--- src/rtl/regfile_dump_tx.sv ---
// Register-file debug dump transmitter: snapshots the packed debug bus on Start and
// streams header, register bytes (high byte first) and an XOR checksum over valid/ready.
module regfile_dump_tx #(
  parameter int          RegCount   = 8,
  parameter int          RegWidth   = 16,
  parameter logic [7:0]  HeaderByte = 8'hA5
) (
  input  logic                         i_clk,
  input  logic                         i_rst,
  input  logic                         i_start,
  input  logic [RegCount*RegWidth-1:0] i_debug_data,
  output logic [7:0]                   o_out_byte,
  output logic                         o_out_valid,
  input  logic                         i_out_ready,
  output logic                         o_busy,
  output logic                         o_done
);

  localparam int SnapW    = RegCount * RegWidth;
  localparam int NumBytes = 2 * RegCount + 2;
  localparam int LastIdx  = NumBytes - 1;
  localparam int IdxW     = $clog2(NumBytes);
  localparam int DbW      = $clog2(2 * RegCount);
  localparam int OffW     = $clog2(SnapW);

  typedef enum logic [1:0] {
    ST_IDLE = 2'd0,
    ST_SEND = 2'd1,
    ST_DONE = 2'd2
  } state_t;

  state_t           r_state, w_state_next;
  logic [SnapW-1:0] r_snapshot, w_snapshot_next;
  logic [IdxW-1:0]  r_idx, w_idx_next;
  logic [7:0]       r_csum, w_csum_next;
  logic [7:0]       r_out_byte, w_out_byte_next;
  logic             r_out_valid, w_out_valid_next;
  logic             r_busy, w_busy_next;
  logic             r_done, w_done_next;

  // The byte following index n (n = 0..2*RegCount-1) is data byte n. Data byte n
  // sits at bit offset 8*(n^1): even n is a register's high byte, odd n its low byte.
  logic [DbW-1:0]  w_data_num;
  logic [OffW-1:0] w_data_off;
  logic [7:0]      w_data_byte;
  logic            w_xfer;

  assign w_data_num  = r_idx[DbW-1:0];
  assign w_data_off  = {w_data_num ^ DbW'(1), 3'b000};
  assign w_data_byte = r_snapshot[w_data_off +: 8];
  assign w_xfer      = r_out_valid & i_out_ready;

  always_comb begin
    w_state_next     = r_state;
    w_snapshot_next  = r_snapshot;
    w_idx_next       = r_idx;
    w_csum_next      = r_csum;
    w_out_byte_next  = r_out_byte;
    w_out_valid_next = r_out_valid;
    w_busy_next      = r_busy;
    w_done_next      = 1'b0;

    case (r_state)
      ST_SEND: begin
        if (w_xfer) begin
          if (r_idx == IdxW'(LastIdx)) begin
            w_state_next     = ST_DONE;
            w_out_byte_next  = 8'h00;
            w_out_valid_next = 1'b0;
            w_busy_next      = 1'b0;
            w_done_next      = 1'b1;
          end else begin
            w_idx_next = r_idx + IdxW'(1);
            if (r_idx != '0) begin
              w_csum_next = r_csum ^ r_out_byte;
            end
            // The checksum byte must include the data byte being accepted right now.
            if (r_idx == IdxW'(LastIdx - 1)) begin
              w_out_byte_next = r_csum ^ r_out_byte;
            end else begin
              w_out_byte_next = w_data_byte;
            end
          end
        end
      end

      default: begin
        // IDLE and DONE both accept a new request, so back-to-back dumps lose no cycle.
        w_state_next     = ST_IDLE;
        w_out_byte_next  = 8'h00;
        w_out_valid_next = 1'b0;
        w_busy_next      = 1'b0;
        if (i_start) begin
          w_state_next     = ST_SEND;
          w_snapshot_next  = i_debug_data;
          w_csum_next      = 8'h00;
          w_idx_next       = '0;
          w_out_byte_next  = HeaderByte;
          w_out_valid_next = 1'b1;
          w_busy_next      = 1'b1;
        end
      end
    endcase
  end

  always_ff @(posedge i_clk or posedge i_rst) begin
    if (i_rst) begin
      r_state     <= ST_IDLE;
      r_snapshot  <= '0;
      r_idx       <= '0;
      r_csum      <= 8'h00;
      r_out_byte  <= 8'h00;
      r_out_valid <= 1'b0;
      r_busy      <= 1'b0;
      r_done      <= 1'b0;
    end else begin
      r_state     <= w_state_next;
      r_snapshot  <= w_snapshot_next;
      r_idx       <= w_idx_next;
      r_csum      <= w_csum_next;
      r_out_byte  <= w_out_byte_next;
      r_out_valid <= w_out_valid_next;
      r_busy      <= w_busy_next;
      r_done      <= w_done_next;
    end
  end

  assign o_out_byte  = r_out_byte;
  assign o_out_valid = r_out_valid;
  assign o_busy      = r_busy;
  assign o_done      = r_done;

endmodule

--- config.mk ---
export PLATFORM = sky130hd
export DESIGN_NAME = regfile_dump_tx
export DESIGN_NICKNAME = d
export VERILOG_FILES = /design/src/rtl/regfile_dump_tx.sv
export SDC_FILE = /design/constraint.sdc
export NUM_CORES = 1
export LEC_CHECK = 0
export ABC_AREA = 1
export CAP_MARGIN = 10
export CELL_PAD_IN_SITES_DETAIL_PLACEMENT = 1
export CELL_PAD_IN_SITES_GLOBAL_PLACEMENT = 1
export CORE_UTILIZATION = 38
export CTS_CLUSTER_DIAMETER = 40
export DETAILED_ROUTE_END_ITERATION = 7
export PLACE_DENSITY_LB_ADDON = 0.1
export SLEW_MARGIN = 20
export SYNTH_ARGS = -nofsm -noshare
export SYNTH_HDL_FRONTEND = slang
export SYNTH_SLANG_ARGS = --single-unit
--- constraint.sdc ---
create_clock -name i_clk -period 5.5 [get_ports i_clk]
set_input_delay 0.825 -clock i_clk [delete_from_list [all_inputs] [get_ports i_clk]]
set_output_delay 0.825 -clock i_clk [all_outputs]
set_load 0.02 [all_outputs]
==> results by group, run 1 <==
CTS
  – H-tree depth: 4
  – Clk slew on worst S/H paths: 0.06 ns
  – CTS root buf: clkbuf_16
  – CTS Buf Count: 17
  – TritonCTS clock tree: yes
  – Bufs on Longest Clock Path: 2
  – Post-CTS Resized: 0
  – Setup bufs post-CTS: 0
  – Cts hold-fix bufs: 0
  – Num Clock Sinks: 152
  – Clock latency at the later pin of the worst-skew pair: 0.43 ns

Power and ir drop
  – Combinational Power Share: 41.7%
  – P_int: 3134 uW
  – Sw Ratio: 40.95%
  – Leakage: 0.004636 uW
  – Power Dens Cells: 556.5 nW/um^2
  – Switching Power: 2174 uW
  – Seq pwr share: 35.6%
  – Total power draw: 5308 uW
  – Clock share of power: 22.6%
  – VDD IR max: 0.2360 mV

Critical path
  – WP data arrival: 3.23 ns
  – Cell family with most CP delay: buffers and inverters
  – Worst-path cell chain: clkdlybuf4s50_1 > nand2_4 > inv_6 > buf_4 > o21ai_0
  – Slowest cell on crit path: inv_6
  – Startpoint types: input port
  – Slowest stage delay, CP: 0.69 ns
  – WS Path Type: in -> reg
  – WP data required: 5.78 ns
  – Kind of end point of the critical path: flip-flop
  – WP buf/inv: 3
  – R2r startpoint: r_state[0]
  – Crit path max fanout: 109
  – Crit path from: i_start

Yosys
  – Cells after synthesis: 969
  – FFs w/ async S/R, synth: 100.0%
  – Synthesized area per cell: 7.672 sq um
  – Count of cell types in the netlist: 32
  – Post-synth top cells: nand2_1, dfrtp_1, inv_1
  – Yosys reg bits: 152
  – Synth top area cells: dfrtp_1, nand2_1, o21ai_0
  – Top FF cell, synth: dfrtp_1
  – Synthesized area: 7435 sq um
  – Register area share after synthesis: 51.16%
  – Synthesized Nets: 1104
  – Synth area leader: dfrtp_1
  – Number of synthesized flops with an enable pin: 0
  – Synth warnings: 0
  – Most numerous cell in the Yosys netlist: nand2_1
  – Top cell type's share of synthesized area: 51.16%

Timing
  – Clock Skews: 0.006250 ns
  – Final Hold Vio Count: 0
  – Max Clock Freq: 339.4 MHz
  – Final period util: 53.57%
  – Worst slew margin: 45.68%
  – WHS: 0.4726 ns
  – Least-Margin Pin Slew: 0.8149 ns
  – Final setup fails: 0
  – Post-route setup TNS: 0 ns
  – RSZ-0062 raised after global routing: no
  – Crit path time final: 2.946 ns
  – Final Max Tran Viols: 0

Drt
  – Pre-Repair DR Iteration Count: 4
  – Final ANT Viol Nets: 0
  – Residual DRC count: 0
  – Vias: 6524
  – WL per Instance: 16.24 um
  – Total wire length: 22.02 mm
  – DRT iter0 DRCs: 392
  – Routed vias/inst: 4.811

Place
  – Post-Place Cell Area: 8940 sq um
  – Post-DP HPWL: 14.85 mm
  – Port bufs: 142
  – Routability cong.: 0.7600

Die
  – FP Rows: 50
  – Starting Density: 39.22%
  – Die span in y: 141.9 um
  – DIE AREA: 20130 sq um
  – Die W: 141.9 um
  – CORE AREA: 18960 sq um
  – I/O pins: 143

Final layout
  – Final Cell Area: 9538 sq um
  – Antenna fix cells: 0
  – Layout cell share with drive strength beyond 1: 5.657%
  – Area grow syn2layout: 28.29%
  – Nets: 1218

GRT
  – Largest net degree at the start of global routing: 110
  – First-pass GRT wire length: 35.83 mm
  – GRT Residual Overflow: 0
  – Vias in the first global route: 6642
  – Initial antenna violation count: 0
  – Tot GR Track Use: 23.45%

Worst hold path
  – Worst hold path class: reg -> reg
  – Min-Delay Startpoint: r_snapshot[126]

Run
  – Max Cap Violations: 0

Run status
  – Outcome: completed
## power groups by stage
stage          registers [uW]  logic (uW)  clock network (uW)
2_1_floorplan            1870        1550                   0
3_3_place_gp             1880        2180                   0
3_5_place_dp             1910        2230                   0
4_1_cts                  1890        2260                1220
5_1_grt                  1950        2530                1270
6_report                 1890        2220                1200
## routing by layer
metal / GRT usage (%) / vias to the layer above / share of wire (%)
li1: - / 3224 / -
met1: 33.25 / 3159 / 48
met2: 37.36 / 124 / 48
met3: 4.050 / 17 / 3.4
met4: 5.433 / 0 / 0.95
met5: 0 / - / 0
## registers in the layout (all words and copies together), names as in the netlist
name / count
r_csum: 8
o_out_byte: 8
r_snapshot: 128
r_idx: 5
r_state: 2
o_done: 1
## cells by family after synthesis
group / count (synthesis) / synth area share (%)
DFF: 152 / 51.16
adders and majority gates: 3 / 0.5049
and+or+nand+nor: 531 / 29.28
buffers and inverters: 146 / 8.751
xor gates and xnor gates: 9 / 1.060
AOI/OAI and AO/OA: 128 / 9.240
## worst min-delay path: cells and delay by family (launching register included)
kind | cells | cell delay, ns
flip-flops | 1 | 0.34
AND/OR/NAND/NOR | 2 | 0.10
## per-stage QoR
| stage | util [%] | setup slack (ns) | instances |
|---|---|---|---|
| 6_report | 50.32 | 2.554 | 1356 |
| 5_1_grt | 50.32 | 2.341 | 1356 |
| 3_3_place_gp | 47.16 | 2.159 | 1324 |
| 2_1_floorplan | - | 0.5819 | 969 |
| 4_1_cts | 50.32 | 2.554 | 1356 |
| 3_5_place_dp | 47.16 | 2.108 | 1324 |
## cell usage in the layout, fill, tap and decap left out
| cell | instances |
|---|---|
| dfrtp_1 | 151 |
| o21ai_4 | 1 |
| nand3_4 | 2 |
| o21ai_2 | 8 |
| nor2_1 | 36 |
| buf_4 | 7 |
| nand4_1 | 1 |
| inv_6 | 3 |
| a21oi_1 | 20 |
| nor2_8 | 1 |
| ha_1 | 3 |
| o211ai_1 | 1 |
| xor2_1 | 9 |
| clkinv_2 | 2 |
| clkdlybuf4s50_1 | 142 |
| o21ai_1 | 18 |
| nand3_2 | 1 |
| nor2_2 | 2 |
| bufinv_16 | 3 |
| nor2_4 | 1 |
| clkinvlp_4 | 4 |
| clkinv_4 | 1 |
| clkbuf_1 | 3 |
| clkinv_1 | 1 |
| inv_1 | 86 |
| nand3_1 | 70 |
| nor3_1 | 2 |
| nand2_1 | 411 |
| clkbuf_8 | 1 |
| dfrtp_2 | 1 |
| nand2_8 | 1 |
| a21boi_1 | 1 |
| nand2_4 | 1 |
| inv_2 | 3 |
| o21ai_0 | 79 |
| nand2_2 | 2 |
| clkbuf_16 | 17 |
## layout make-up
type	count	area [sq um]
Clock buffer	21	450.4
Clock inverter	11	147.6
Fill cell	2361	9418
Inverter	92	355.3
Multi-Input combinational cell	671	2980
Sequential cell	152	3805
Tap cell	260	325.3
Timing Repair Buffer	149	1474
## path summary, 6_finish.rpt
path,endpoint,slack [ns],cells past startpoint
worst min register to register,r_snapshot[126],0.47,2
worst max-delay path,r_snapshot[39],2.55,5
worst max register to register,r_snapshot[39],2.71,7
max in group asynchronous,r_snapshot[6],3.50,3
worst min-delay path,r_snapshot[126],0.47,2
min in group asynchronous,r_snapshot[44],0.91,2
Note: power is estimated with default switching activity, not from simulation.
==> run 2: changes to the inputs <==
clock period = 2.72 ns   (was 5.5 ns; I/O delays follow)
==> run 2 against run 1 <==
Clock power increased by 82%; non-clock buffer count up 10; sequential power rose by 100%; largest cell class unchanged.
==> results by group, run 2 (synthesis results as in run 1) <==
Die
  – Die span in y: 141.9 um (unchanged)
  – DIE AREA: 20130 sq um (unchanged)
  – CORE AREA: 18960 sq um (unchanged)
  – Die W: 141.9 um (unchanged)
  – I/O pins: 143 (unchanged)
  – Starting Density: 39.22% (unchanged)
  – FP Rows: 50 (unchanged)

Timing
  – Clock Skews: 0.005434 ns (-0.0008163 ns)
  – Setup slack after layout: 0.6911 ns (-1.862 ns)
  – Final period util: 74.59%
  – Crit path time final: 2.029 ns
  – Final setup fails: 0 (unchanged)
  – Post-route setup TNS: 0 ns (unchanged)
  – RSZ-0062 raised after global routing: no
  – Final Hold Vio Count: 0 (unchanged)
  – Final Max Tran Viols: 0 (unchanged)
  – Worst slew margin: 47.74% (+2.1 points)
  – Least-Margin Pin Slew: 0.7822 ns (-0.03266 ns)
  – Max Clock Freq: 492.9 MHz

Critical path
  – Crit path from: r_state[0]
  – R2r startpoint: r_state[0]
  – WP buf/inv: 4 (+1)
  – Crit path max fanout: 71 (-35%)
  – Kind of end point of the critical path: flip-flop
  – WS Path Type: reg -> reg
  – Worst-path cell chain: inv_1 > nor2_4 > inv_2 > nand2_4 > inv_6 > buf_12 > nand2_1 > o21ai_0
  – WP data arrival: 2.32 ns (-0.91 ns)
  – Slowest cell on crit path: dfrtp_1
  – Slowest stage delay, CP: 0.36 ns (-0.33 ns)
  – Cell family with most CP delay: simple AND/OR/NAND/NOR gates
  – WP data required: 3.01 ns (-2.77 ns)
  – Startpoint types: flip-flop

Final layout
  – Most frequent cells in the layout: nand2_1, dfrtp_1, clkdlybuf4s50_1
  – Largest register FFs: 128 (unchanged)
  – Most flops, register: r_snapshot
  – Layout cell share with drive strength beyond 1: 6.437% (+0.78 points)
  – Core Util, Final: 50.79% (+0.47 points)
  – Area grow syn2layout: 29.48%
  – Commonest non-fill, non-tap cell in the layout: nand2_1
  – Antenna fix cells: 0 (unchanged)
  – Nets: 1228 (+0.82%)

CTS
  – Setup bufs post-CTS: 0 (unchanged)
  – CTS root buf: clkbuf_16
  – Post-CTS Resized: 0 (unchanged)
  – Clk slew on worst S/H paths: 0.06 ns (about the same)
  – TritonCTS clock tree: yes
  – Clock latency at the later pin of the worst-skew pair: 0.42 ns (about the same)
  – H-tree depth: 4 (unchanged)
  – Num Clock Sinks: 152 (unchanged)
  – Bufs on Longest Clock Path: 2 (unchanged)
  – Cts hold-fix bufs: 0 (unchanged)
  – CTS Buf Count: 17 (unchanged)

GRT
  – Tot GR Track Use: 24.07% (+0.62 points)
  – GRT Residual Overflow: 0 (unchanged)
  – Vias in the first global route: 6881 (+3.6%)
  – Largest net degree at the start of global routing: 72 (-35%)
  – Initial antenna violation count: 0 (unchanged)
  – First-pass GRT wire length: 36.87 mm (+2.9%)

Run
  – Max Cap Violations: 0 (unchanged)

Drt
  – DRT iter0 DRCs: 326 (-17%)
  – Pre-Repair DR Iteration Count: 4 (unchanged)
  – Total wire length: 22.41 mm (+1.7%)
  – Residual DRC count: 0 (unchanged)
  – Vias: 6546 (+0.34%)
  – Final ANT Viol Nets: 0 (unchanged)
  – Routed vias/inst: 4.803 (-0.18%)
  – WL per Instance: 16.44 um (+1.2%)

Power and ir drop
  – Seq pwr share: 36.4% (+0.8 points)
  – Leakage: 0.004685 uW (+1.0%)
  – Power Dens Cells: 1100 nW/um^2 (+98%)
  – VDD IR max: 0.5526 mV (+130%)
  – Clock share of power: 20.6% (-2.0 points)
  – Combinational Power Share: 43.0% (+1.3 points)
  – Sw Ratio: 41.39% (+0.44 points)
  – P_int: 6204 uW (+98%)
  – Switching Power: 4382 uW (+100%)

Place
  – Post-Place Worst Slack: 0.5379 ns (-1.570 ns)
  – Post-DP HPWL: 15.87 mm (+6.9%)
  – Port bufs: 142 (unchanged)
  – Routability cong.: 0.8135 (+7.0%)

Worst hold path
  – Worst hold path class: in -> async

Run status
  – Outcome: completed
-- run 2: cell count changes in the layout (fill, tap and decap cells not counted), sizes merged --
cell	delta
clkbuf	-2
buf	+10
bufinv	-2
clkinv	+3
inv	-2
-- run 2: layer usage --
metal	up-vias	GRT usage, %	wire length, um
li1	3240	-	-
met1	3155	33.81	10870
met2	127	37.80	10430
met3	24	4.084	677
met4	0	7.753	430
met5	-	0	0
-- run 2: path summary, 6_finish.rpt --
kind / end / slack, ns / cells after the start
max: r_snapshot[1] / 0.69 / 8
min: r_snapshot[51] / 0.48 / 2
max reg2reg: r_snapshot[1] / 0.69 / 8
min reg2reg: r_snapshot[119] / 0.48 / 2
max in group asynchronous: r_snapshot[33] / 1.58 / 3
min in group i_clk: r_snapshot[119] / 0.48 / 2
-- run 2: cell type report --
class	instances	area [sq um]
fill	2324	9329
sequential	152	3805
multi-input combinational	671	2980
timing repair buffer	159	1637
clock buffer	19	442.9
inverter	92	354.1
tap	260	325.3
clock inverter	10	82.58
-- run 2: power groups by stage --
stage | Clock [uW] | Combinational (uW) | Sequential (uW)
after floorplan | 0 | 3130 | 3790
after global placement | 0 | 4480 | 3840
after detailed placement | 0 | 4580 | 3880
after CTS | 2210 | 4630 | 3860
after global routing | 2300 | 5190 | 3970
final | 2180 | 4550 | 3850
-- run 2: worst reg2reg max path, delay by kind of cell, from the launching register on --
family,cells,cell delay (ns)
DFF,1,0.36
AOI/OAI and AO/OA,1,0.10
buffers and inverters,4,0.70
and+or+nand+nor,3,0.74
-- run 2: per-stage QoR --
| stage | cells | hold slack (ns) | total power, uW | instance area (sq um) |
|---|---|---|---|---|
| finish | 1363 | 0.4773 | 10590 | 9627 |
| global placement | 1334 | 0.4582 | 8316 | 9101 |
| detailed placement | 1334 | 0.4653 | 8467 | 9101 |
| floorplan | 969 | 0.4436 | 6915 | 7438 |
| global route | 1363 | 0.4946 | 11450 | 9627 |
| CTS | 1363 | 0.4819 | 10700 | 9627 |
